===== src/rtl/my_mc_ctrl.sv =====
// Multi-cycle RV32I control unit: sequences fetch/decode/exec/mem/wb for one
// instruction at a time, drives datapath selects/enables and counts retirements.
module my_mc_ctrl (
    input  logic        clk,
    input  logic        rst_n,
    input  logic [31:0] instr,
    input  logic        br_taken,
    input  logic        mem_ready,
    output logic        mem_req,
    output logic        mem_we,
    output logic        addr_sel,
    output logic        ir_we,
    output logic        pc_we,
    output logic [1:0]  pc_src,
    output logic        reg_we,
    output logic [1:0]  wb_sel,
    output logic [1:0]  alu_src_a,
    output logic [1:0]  alu_src_b,
    output logic [1:0]  alu_op,
    output logic [1:0]  ImmSel,
    output logic        retire,
    output logic [31:0] instret,
    output logic        illegal,
    output logic [2:0]  state
);

    typedef enum logic [2:0] {
        S_RESET  = 3'd0,
        S_FETCH  = 3'd1,
        S_DECODE = 3'd2,
        S_EXEC   = 3'd3,
        S_MEM    = 3'd4,
        S_WB     = 3'd5,
        S_TRAP   = 3'd6
    } state_t;

    localparam logic [6:0] OP_R      = 7'b0110011;
    localparam logic [6:0] OP_I      = 7'b0010011;
    localparam logic [6:0] OP_LOAD   = 7'b0000011;
    localparam logic [6:0] OP_STORE  = 7'b0100011;
    localparam logic [6:0] OP_BRANCH = 7'b1100011;
    localparam logic [6:0] OP_JAL    = 7'b1101111;
    localparam logic [6:0] OP_JALR   = 7'b1100111;
    localparam logic [6:0] OP_LUI    = 7'b0110111;
    localparam logic [6:0] OP_AUIPC  = 7'b0010111;

    state_t      state_q, state_d;
    logic [31:0] instret_q, instret_d;

    logic [6:0] opcode;
    logic       is_r, is_i, is_ld, is_st, is_br, is_jal, is_jalr, is_lui, is_auipc;
    logic       supported;
    logic [1:0] imm_sel_dec;

    assign opcode    = instr[6:0];
    assign is_r      = (opcode == OP_R);
    assign is_i      = (opcode == OP_I);
    assign is_ld     = (opcode == OP_LOAD);
    assign is_st     = (opcode == OP_STORE);
    assign is_br     = (opcode == OP_BRANCH);
    assign is_jal    = (opcode == OP_JAL);
    assign is_jalr   = (opcode == OP_JALR);
    assign is_lui    = (opcode == OP_LUI);
    assign is_auipc  = (opcode == OP_AUIPC);
    assign supported = is_r | is_i | is_ld | is_st | is_br | is_jal | is_jalr | is_lui | is_auipc;

    // R-type has no immediate; I is harmless there.
    always_comb begin
        imm_sel_dec = 2'b00;
        if (is_st)                         imm_sel_dec = 2'b01;
        else if (is_br)                    imm_sel_dec = 2'b10;
        else if (is_jal | is_lui | is_auipc) imm_sel_dec = 2'b11;
    end

    always_ff @(posedge clk or negedge rst_n) begin
        if (!rst_n) begin
            state_q   <= S_RESET;
            instret_q <= 32'd0;
        end else begin
            state_q   <= state_d;
            instret_q <= instret_d;
        end
    end

    always_comb begin
        state_d   = state_q;
        mem_req   = 1'b0;
        mem_we    = 1'b0;
        addr_sel  = 1'b0;
        ir_we     = 1'b0;
        pc_we     = 1'b0;
        pc_src    = 2'b00;
        reg_we    = 1'b0;
        wb_sel    = 2'b00;
        alu_src_a = 2'b00;
        alu_src_b = 2'b00;
        alu_op    = 2'b00;
        ImmSel    = 2'b00;
        retire    = 1'b0;
        illegal   = 1'b0;
        case (state_q)
            S_RESET: state_d = S_FETCH;
            S_FETCH: begin
                mem_req = 1'b1;
                if (mem_ready) begin
                    ir_we   = 1'b1;
                    state_d = S_DECODE;
                end
            end
            S_DECODE: begin
                ImmSel = imm_sel_dec;
                // Precompute PC+imm into ALUOut for branch and JAL targets.
                if (is_br | is_jal) begin
                    alu_src_a = 2'b01;
                    alu_src_b = 2'b01;
                end
                state_d = supported ? S_EXEC : S_TRAP;
            end
            S_EXEC: begin
                ImmSel  = imm_sel_dec;
                state_d = S_TRAP;
                if (is_r | is_i) begin
                    alu_src_b = is_i ? 2'b01 : 2'b00;
                    alu_op    = 2'b10;
                    state_d   = S_WB;
                end else if (is_ld | is_st) begin
                    alu_src_b = 2'b01;
                    state_d   = S_MEM;
                end else if (is_br) begin
                    alu_op  = 2'b01;
                    pc_we   = 1'b1;
                    pc_src  = br_taken ? 2'b01 : 2'b00;
                    retire  = 1'b1;
                    state_d = S_FETCH;
                end else if (is_jal | is_jalr) begin
                    reg_we  = 1'b1;
                    wb_sel  = 2'b10;
                    pc_we   = 1'b1;
                    retire  = 1'b1;
                    state_d = S_FETCH;
                    if (is_jalr) begin
                        alu_src_b = 2'b01;
                        pc_src    = 2'b10;
                    end else begin
                        pc_src    = 2'b01;
                    end
                end else if (is_lui) begin
                    state_d = S_WB;
                end else if (is_auipc) begin
                    alu_src_a = 2'b01;
                    alu_src_b = 2'b01;
                    state_d   = S_WB;
                end
            end
            S_MEM: begin
                ImmSel   = imm_sel_dec;
                mem_req  = 1'b1;
                addr_sel = 1'b1;
                mem_we   = is_st;
                if (mem_ready) begin
                    if (is_st) begin
                        pc_we   = 1'b1;
                        retire  = 1'b1;
                        state_d = S_FETCH;
                    end else begin
                        state_d = S_WB;
                    end
                end
            end
            S_WB: begin
                ImmSel  = imm_sel_dec;
                reg_we  = 1'b1;
                pc_we   = 1'b1;
                retire  = 1'b1;
                wb_sel  = is_ld ? 2'b01 : (is_lui ? 2'b11 : 2'b00);
                state_d = S_FETCH;
            end
            S_TRAP: illegal = 1'b1;
            default: state_d = S_RESET;
        endcase
    end

    assign instret_d = retire ? instret_q + 32'd1 : instret_q;
    assign instret   = instret_q;
    assign state     = state_q;

endmodule

===== config.mk =====
export PLATFORM = sky130hd
export DESIGN_NAME = my_mc_ctrl
export DESIGN_NICKNAME = d
export VERILOG_FILES = /design/src/rtl/my_mc_ctrl.sv
export SDC_FILE = /design/constraint.sdc
export NUM_CORES = 1
export LEC_CHECK = 0
export BUFFER_PORTS_ARGS = -buffer_cell sky130_fd_sc_hd__buf_2
export CAP_MARGIN = 0
export CORE_MARGIN = 5
export CORE_UTILIZATION = 44
export DETAILED_ROUTE_END_ITERATION = 7
export GPL_ROUTABILITY_DRIVEN = 0
export PLACE_DENSITY_LB_ADDON = 0.2
export SLEW_MARGIN = 20
export SYNTH_ARGS = -nofsm -noshare
export SYNTH_HDL_FRONTEND = slang
export SYNTH_SLANG_ARGS = --single-unit

===== constraint.sdc =====
create_clock -name clk -period 1.8 [get_ports clk]
set_input_delay 0.09 -clock clk [delete_from_list [all_inputs] [get_ports clk]]
set_output_delay 0.09 -clock clk [all_outputs]
set_load 0.02 [all_outputs]

=== Word-level counts from Yosys, hierarchy flattened ===
Index checks and enable logic that the tools add are counted.

* Flip-flop bits (word level): 35
* Input port bits: 36
* Output and inout bits: 55
* Logic and storage cells: 104

* Add/subtract/negate cells: 1
* Equal/unequal tests: 17
* Muxes and demuxes: 65
* Bitwise logic cells: 14
* Reductions and logical operators: 5

{| class="wikitable"
|+ Operators with widths
! kind !! number
|-
| two-way mux 2 bit || 24
|-
| adder 32 x 1 -> 32 bit (second input constant) || 1
|-
| two-way mux 1 bit || 27
|-
| two-way mux 3 bit || 8
|-
| equality test 7 x 6 -> 1 bit (second input constant) || 3
|-
| equality test 7 bit (second input constant) || 3
|-
| one-hot mux 3 bit (6 select lines) || 1
|-
| equality test 7 x 5 -> 1 bit (second input constant) || 2
|-
| bitwise OR 1 bit || 13
|-
| equality test 3 bit (second input constant) || 3
|-
| one-hot mux 2 bit (2 select lines) || 2
|-
| equality test 7 x 2 -> 1 bit (second input constant) || 1
|-
| equality test 3 x 2 -> 1 bit (second input constant) || 2
|-
| != test 2 bit (second input constant) || 2
|-
| one-hot mux 1 bit (2 select lines) || 2
|-
| OR reduction 2 bit || 2
|-
| OR reduction 4 bit || 1
|-
| equality test 3 x 1 -> 1 bit (second input constant) || 1
|-
| zero test 3 bit || 1
|-
| one-hot mux 1 bit (3 select lines) || 1
|-
| AND reduction 3 bit || 1
|-
| NOT 1 bit || 1
|}

=== Longest topological paths before layout ===
Gate-level depths: netlist of the first run.

* Depth in word-level cells: 11
* Mapped depth: 8
* Gate-level depth less buffers: 6

=== Worst setup path before layout of the first run ===
No wires, ideal clock.

* Path kind: flip-flop to flip-flop
* Start: register state_q[1] (netlist: state[1])
* End: register instret_q[1] (netlist: instret[1])
* Library setup time: 0.125 ns
* Arrival time: 2.164 ns
* Path slack: -0.489 ns
* Cell stages (with the launch flop): 8
* Path buffers: 2
* Cells stage by stage: dfrtp_1 > buf_4 > and3b_1 > buf_4 > nand4_4 > o221a_4 > nor2_1 > mux2_2

* Longest elaborated chain between the ends: 2

{| class="wikitable"
|+ RTL lines
! element !! line !! source
|-
| start: declaration || 47 || <nowiki>state_t state_q, state_d;</nowiki>
|-
| start signal: assignment || 80 || <nowiki>state_q <= state_d;</nowiki>
|-
| equality test 3 bit or equality test 3 x 2 -> 1 bit (tied branches) || -- ||
|-
| one-hot mux 1 bit (3 select lines) (*) || -- ||
|-
| via pc_we || 13 || <nowiki>output logic pc_we,</nowiki>
|-
| end signal: assignment || 81 || <nowiki>instret_q <= instret_d;</nowiki>
|-
| end: declaration || 48 || <nowiki>logic [31:0] instret_q, instret_d;</nowiki>
|}

Mark *: on every way through the listed nets, which the timed path passes. The rest lies on a longest branch.
A chain may end at the register's enable or synchronous reset.

=== Final worst setup path of the first run ===
* Start: register state_q[2] (netlist: state[2])
* End: output port retire

* Longest elaborated chain between the ends: 2

{| class="wikitable"
|+ RTL lines
! element !! line !! source
|-
| equality test 3 bit or equality test 3 x 2 -> 1 bit (tied branches) || 101 || <nowiki>case (state_q)</nowiki>
|-
| one-hot mux 1 bit (3 select lines) (*) || 101 ||
|-
| end: declaration || 21 || <nowiki>output logic retire,</nowiki>
|}

Mark *: on every way between the ends. The rest lies on a longest branch, timed or not.

==> results of run 1 <==
## cell type report
cell class	count	share of cell area
Multi-Input combinational cell	178	0.438
Sequential cell	35	0.278
Timing Repair Buffer	109	0.219
Clock buffer	8	0.0313
Tap cell	70	0.0274
Inverter	5	0.00587
## routing by layer
layer	wire length, um	vias to the layer above
li1	-	1026
met1	2420	1019
met2	2800	74
met3	338	8
met4	89	0
met5	0	-
## metrics by stage
| stage | utilization | hold slack, ns | instance area, sq um | total power (uW) |
|---|---|---|---|---|
| after floorplan | - | -0.206 | 2300 | 1780 |
| after global placement | 0.574 | 0.210 | 2880 | 2190 |
| after detailed placement | 0.574 | 0.214 | 2880 | 2210 |
| after CTS | 0.611 | 0.191 | 3060 | 2880 |
| after global routing | 0.638 | 0.200 | 3200 | 3200 |
| final | 0.638 | 0.199 | 3200 | 3010 |
## registers in the layout, summed over array words and instances, names as in the netlist
name	flops
instret	32
state	3
## where the power goes
part           internal [uW]  total (uW)  switching [uW]
Clock                    349         608             259
Sequential               870         962            92.4
Combinational            634        1440             808
## cell families after synthesis
kind of cell | share of synthesized area
adder cells (fa/ha/maj) | 0.0224
multiplexers | 0.0145
AND/OR/NAND/NOR | 0.296
buffers and inverters | 0.0531
flip-flops | 0.391
XOR/XNOR | 0.125
AO/OA/AOI/OAI | 0.0961
other | 0.00168
## cells in the final DEF, fill, tap and decap left out, types with 11 or more instances in the layout
master   count
buf_2       59
buf_4       44
dfrtp_1     24
nand2_1     17
xnor2_1     17
xor2_1      15
nor2_1      14
nand3_1     14
nand4_1     12
dfrtp_2     11
## final timing paths
path | start | endpoint | slack, ns | depth (start not counted)
worst min register to register | instret[31]$_DFFE_PN0P_ | instret[31]$_DFFE_PN0P_ | 0.46 | 1
worst max register to register | state[2]$_DFFE_PN0P_ | instret[1]$_DFFE_PN0P_ | 0.01 | 6
max in group asynchronous | rst_n | instret[5]$_DFFE_PN0P_ | 0.83 | 2
worst max-delay path | state[2]$_DFFE_PN0P_ | retire | 0.01 | 5
min in group asynchronous | rst_n | state[0]$_DFFE_PN0P_ | 0.43 | 2
worst min-delay path | mem_ready | state[0]$_DFFE_PN0P_ | 0.20 | 3
## synth_stat cells (all sizes together)
| master | instances | area (sq um) |
|---|---|---|
| xnor2 | 17 | 149 |
| a211o | 3 | 26.3 |
| a21oi | 7 | 35.0 |
| xor2 | 15 | 131 |
| a311oi | 1 | 8.76 |
| a31oi | 2 | 12.5 |
| nand3 | 16 | 80.1 |
| o31ai | 1 | 7.51 |
| nor3b | 2 | 15.0 |
| o221a | 1 | 20.0 |
| nor3 | 6 | 30.0 |
| or2 | 2 | 12.5 |
| nor2 | 17 | 71.3 |
| a22o | 1 | 8.76 |
| a211oi | 1 | 7.51 |
| o221ai | 1 | 8.76 |
| o2111ai | 1 | 15.0 |
| nand3b | 1 | 7.51 |
| and3 | 6 | 37.5 |
| nand2b | 4 | 25.0 |
| nand4 | 14 | 109 |
| and3b | 1 | 8.76 |
| mux2i | 1 | 10.0 |
| o21a | 1 | 7.51 |
| nor4b | 3 | 41.3 |
| and2 | 4 | 25.0 |
| or4 | 2 | 15.0 |
| clkbuf | 1 | 3.75 |
| ha | 4 | 50.1 |
| and2b | 1 | 7.51 |
| inv | 5 | 18.8 |
| nor2b | 4 | 25.0 |
| nor4 | 7 | 75.1 |
| o22ai | 1 | 6.26 |
| a21o | 1 | 7.51 |
| o21ai | 3 | 15.0 |
| dfrtp | 35 | 876 |
| mux2 | 2 | 22.5 |
| nand2 | 17 | 63.8 |
| o32ai | 1 | 8.76 |
| buf | 14 | 96.3 |
| conb | 1 | 3.75 |
| o211ai | 2 | 20.0 |
| or3 | 2 | 12.5 |
## tightest hold or removal path, cell delays in order
cell and delay [ns]:
buf_2 0.12, mux2_2 0.15, o32ai_1 0.08
## timing repair
| item | in CTS | in global routing |
|---|---|---|
| cloned | 0 | 1 |
| endpoints found under the setup margin | 32 | 36 |
| setup buffers | 3 | 4 |
| endpoints found under the hold margin | 35 | 0 |
| gates resized for setup | 9 | 24 |
| pin swaps | 2 | 11 |
| hold buffers | 1 | 0 |
==> out/results.tsv, run 1 <==
stage	metric	value	unit
run_status	status	complete, no violations	
routing	drtIter0Drc	94	
floorplan	start_util	0.447	
finish	layout-drive-gt1-share	0.466	
timing	min_period	1.79	ns
global_routing	grt_usage	0.174	
timing	clock.fmax	559	MHz
power	max-vdd-ir-drop	0.000527	V
timing	finalClockSkew	0.00582	ns
synth	avgSynthCellArea	9.65	sq um
flow_run	maxCapViolations	0	
finish	final_cells	405	
power	powerDensity	942	mW/mm^2
hold_path	min_path_type	in2reg	
clocking	path_clk_slew	0.06	ns
setup_path	critical_path.top_delay_family	simple AND/OR/NAND/NOR gates	
synth	synthCells	232	
setup_path	critPathBufInv	1	
timing	worst_pin_slew	0.775	ns
timing	maxSlewHeadroom	0.483	
global_routing	gr-usage-met1	0.213	
global_routing	met3_usage	0.0344	
clocking	worstSkewPairLatency	0.28	ns
floorplan	rows	26	
timing	setup_viol	0	
clocking	cts-root-buf	clkbuf_8	
floorplan	die_w	81.3	um
global_routing	grt_pass1_vias	2050	
routing	vias_per_cell	5.25	
clocking	cts_tree	built	
floorplan	core	0.00501	sq mm
placement	port-buffer-count	63	
timing	setup_tns	0	ns
setup_path	cp_max_fo	6	
routing	via_count	2127	
setup_path	path_class	reg2out	
finish	antenna_cells	0	
global_routing	grt_max_degree	36	
setup_path	start_kind	register	
setup_path	arrival	1.70	ns
finish	fillCellCount	447	
synth	synth_warnings	0	
synth	ys_ff_latch	35	
routing	dr.pass1.iters	4	
setup_path	crit_path_max_incr_delay	0.40	ns
routing	wl	5650	um
timing	rsz0062_at_grt	yes	
power	p_leak	0.00149	uW
clocking	clockBufferDepth	2	
global_routing	gr-max-usage-layer	met2	
placement	dpl.cell_count	389	
global_routing	use_met2	0.306	
routing	wl_per_cell	13.9	um
timing	hold_viol_final	0	
setup_path	required	1.71	ns
setup_path	endpoint_kind	primary output	
clocking	cts.sinks	35	
finish	seqCellArea	890	sq um
placement	preCtsSetupSlack	-0.117	ns
clocking	cts_buffers	5	
timing	postLayoutSetupSlackWorst	0.0116	ns
timing	finalCritPeriodShare	0.994	
routing	ant_nets	0	
clocking	htreeDepth	2	
synth	ys_seq_area_frac	0.391	
setup_path	cp_cell_sequence	and3b_2 > nand4_4 > o221a_4 > nor2_4 > buf_4	
routing	drc	0	
floorplan	pin_count	91	
synth	synth_area	0.00224	sq mm
finish	area_growth	42.8	%
placement	dpl.hpwl	4200	um
finish	multi_input_area	0.00140	sq mm
timing	finalMaxSlewViolations	0	
synth	yosysUniqueCellTypes	54	
finish	fin_nets	374	
global_routing	globalRouteOverflowTotal	0	
floorplan	die-height	81.3	um
setup_path	slowest_stage	dfrtp_2	
floorplan	die_area	0.00661	sq mm
global_routing	antenna_found_initial	0	
global_routing	grt_pass1_wl	9140	um
No activity file was read; power rests on OpenSTA's default activity.
==> inputs of run 2 (changes only) <==
--- a/config.mk
+++ b/config.mk
@@ -5,10 +5,11 @@
 export SDC_FILE = /design/constraint.sdc
 export NUM_CORES = 1
 export LEC_CHECK = 0
+export ABC_AREA = 1
 export BUFFER_PORTS_ARGS = -buffer_cell sky130_fd_sc_hd__buf_2
 export CAP_MARGIN = 0
 export CORE_MARGIN = 5
-export CORE_UTILIZATION = 44
+export CORE_UTILIZATION = 45
 export DETAILED_ROUTE_END_ITERATION = 7
 export GPL_ROUTABILITY_DRIVEN = 0
 export PLACE_DENSITY_LB_ADDON = 0.2
==> out/results.tsv, run 2 <==
stage	metric	value	unit	change
finish	final_common_cell	nand2_1		
clocking	path_clk_slew	0.07	ns	about the same
floorplan	die_w	87.7	um	+7.9%
placement	place_area	0.00317	sq mm	+10%
floorplan	core	0.00589	sq mm	+17%
timing	clock.fmax	566	MHz	+1.2%
timing	min_period	1.77	ns	-0.0214 ns
routing	wl	7850	um	+39%
hold_path	hold_path_depth	4		+1
clocking	cts.sinks	35		unchanged
setup_path	path_class	reg2out		
synth	avgSynthCellArea	6.36	sq um	-34%
finish	fin_nets	558		+49%
synth	synth_warnings	0		unchanged
synth	synth-main-ff-cell	dfrtp_1		
finish	area_growth	27.6	%	
setup_path	cp_num_cells	9		+4
setup_path	crit_path_max_incr_delay	0.47	ns	+0.07 ns
synth	ys_ff_latch	35		unchanged
clocking	clockBufferDepth	2		unchanged
clocking	worstSkewPairLatency	0.29	ns	about the same
setup_path	critPathBufInv	4		+3
floorplan	die_area	0.00770	sq mm	+16%
routing	vias_per_cell	5.10		-2.8%
synth	synth.area.top_cells	dfrtp_1 (32%), nand2_1 (23%), nor2_1 (8.0%), nand3_1 (7.9%), inv_1 (4.6%)		
finish	seqCellArea	881	sq um	-0.98%
global_routing	grt_pass1_wl	13100	um	+43%
placement	dpl.hpwl	5890	um	+40%
global_routing	antenna_found_initial	0		unchanged
routing	ant_nets	0		unchanged
finish	layout-drive-gt1-share	0.239		-0.227
routing	route.layer.met1.wl	3280	um	+35%
synth	synth_top_area_share	0.322		-0.0693
setup_path	critical_path.top_delay_family	flip-flops		
timing	finalCritPeriodShare	0.982		-0.0119
synth	synth_area	0.00272	sq mm	+22%
synth	yosysTopAreaCell	dfrtp_1		
clocking	htreeDepth	2		unchanged
run_status	status	complete, no violations		
timing	finalMaxSlewViolations	0		unchanged
hold_path	min_path_type	in2reg		
timing	worst_pin_slew	0.793	ns	+0.0174 ns
clocking	cts-root-buf	clkbuf_8		
finish	fin_area	0.00347	sq mm	+8.5%
routing	dr.pass1.iters	5		+1
timing	finalClockSkew	0.00930	ns	+0.00347 ns
power	p_leak	0.00191	uW	+28%
setup_path	required	1.71	ns	about the same
floorplan	pin_count	91		unchanged
synth	ys_seq_area_frac	0.322		-0.0693
synth	synth.most_common_cell	nand2_1		
synth	synth_common_cells	nand2_1 (169), nor2_1 (58), nand3_1 (43)		
floorplan	die-height	87.7	um	+7.9%
setup_path	slowest_stage	dfrtp_2		
timing	postLayoutSetupSlackWorst	0.0330	ns	+0.0214 ns
global_routing	globalRouteOverflowTotal	0		unchanged
routing	via_count	3032		+43%
timing	maxSlewHeadroom	0.472		-0.0116
finish	multi_input_area	0.00168	sq mm	+20%
synth	synth_edf_count	0		unchanged
finish	antenna_cells	0		unchanged
setup_path	endpoint_kind	primary output		
setup_path	cp_max_fo	5		-1
synth	synthCells	428		+84%
finish	final_cell_mix	nand2_1 (168), buf_2 (60), nor2_1 (56), nand3_1 (41), buf_4 (32)		
power	max-vdd-ir-drop	0.000512	V	-2.8%
clocking	cts_buffers	5		unchanged
timing	hold_viol_final	0		unchanged
synth	yosysUniqueCellTypes	31		-43%
timing	setup_viol	0		unchanged
routing	drc	0		unchanged
finish	largest_reg_flops	32		unchanged
global_routing	grt_usage	0.209		+0.0349
finish	fillCellCount	561		+26%
setup_path	reg2reg_depth	9		+3
setup_path	reg2reg_slack	0.09	ns	+0.08 ns
floorplan	start_util	0.462		+0.0154
placement	port-buffer-count	63		unchanged
setup_path	start_kind	register		
clocking	cts_tree	built		
global_routing	grt_pass1_vias	2911		+42%
floorplan	rows	28		+7.7%
routing	drtIter0Drc	159		+69%
routing	wl_per_cell	13.2	um	-5.3%
setup_path	cp_cell_sequence	inv_4 > nand3_4 > inv_4 > nand3_2 > o21bai_1 > o21ai_0 > o21ai_0 > inv_1 > buf_4		
synth	async_flop_share	1.00		unchanged
routing	met2_length	3890	um	+39%
global_routing	grt_max_degree	36		unchanged
routing	routed-wl-met3	490	um	+45%
routing	top_layer_used	met4		
flow_run	maxCapViolations	0		unchanged
timing	rsz0062_at_grt	yes		
power	powerDensity	825	mW/mm^2	-12%
setup_path	arrival	1.68	ns	-0.02 ns
placement	preCtsSetupSlack	0.102	ns	+0.220 ns
[run 2: changes by cell type after synthesis, sizes merged, moves of 4 or more]
cell    before  now
and3         6    0
o21ai        3   11
and2         4    0
nand2       17  170
nand3b       1    8
nor2        17   58
nor2b        4    0
nand3       16   45
a21oi        7    3
xnor2       17    6
nand2b       4    0
inv          5   37
nor4         7    0
nand4       14    7
[run 2: final cells by class]
cell class,count,area share
well taps,75,0.0270
clock buffers,7,0.0220
multi-input cells,343,0.484
repair buffers,95,0.168
flip-flops and latches,35,0.254
clock inverters,1,0.00144
inverters,38,0.0444
[run 2: what timing repair did]
item                       CTS  global route
gates resized for setup      9            11
pin swaps                    1             5
hold buffers                 1             0
setup buffers                7            10
hold endpoints to repair    35             0
setup endpoints to repair    4            16
[run 2: cell families after synthesis]
kind of cell,Yosys count,share of synthesized area
simple gates,298,0.464
fa+ha+maj,4,0.0184
flops,35,0.322
buf+inv,51,0.0888
compound gates,20,0.0442
xor+xnor,19,0.0612
other cells,1,0.00138
[run 2: metrics by stage]
step	TNS [ns]	utilization	power (uW)	hold slack (ns)	cells
finish	0	0.589	2860	0.177	594
global route	-0.214	0.589	3070	0.202	594
CTS	0	0.571	2710	0.135	584
detailed placement	0	0.539	2000	0.217	568
global placement	0	0.539	1970	0.209	568
floorplan	0	-	1690	-0.206	429
[run 2: power by group]
part | leakage [uW] | switching, uW | internal [uW] | total (uW)
Sequential | 0.000478 | 96.8 | 852 | 949
Clock | 0.0000422 | 286 | 272 | 558
Combinational | 0.00139 | 842 | 513 | 1360
[run 2: final timing paths]
path | start | endpoint
min in group asynchronous | rst_n | instret[20]$_DFFE_PN0P_
worst min-delay path | mem_ready | state[0]$_DFFE_PN0P_
worst max-delay path | state[2]$_DFFE_PN0P_ | alu_src_b[0]
worst max register to register | state[2]$_DFFE_PN0P_ | instret[1]$_DFFE_PN0P_
max in group asynchronous | rst_n | instret[1]$_DFFE_PN0P_
worst min register to register | instret[31]$_DFFE_PN0P_ | instret[31]$_DFFE_PN0P_
[run 2: worst reg2reg max path: cells and delay by family, from the launching register on]
family / cells / cell delay, ns
AOI/OAI and AO/OA: 1 / 0.13
DFF: 1 / 0.45
and+or+nand+nor: 5 / 0.59
buffers and inverters: 3 / 0.49
[run 2: routing by layer]
layer	up-vias	GRT usage
met5	-	0
met4	0	0.0753
met3	19	0.0367
met2	104	0.369
met1	1382	0.255
li1	1527	-
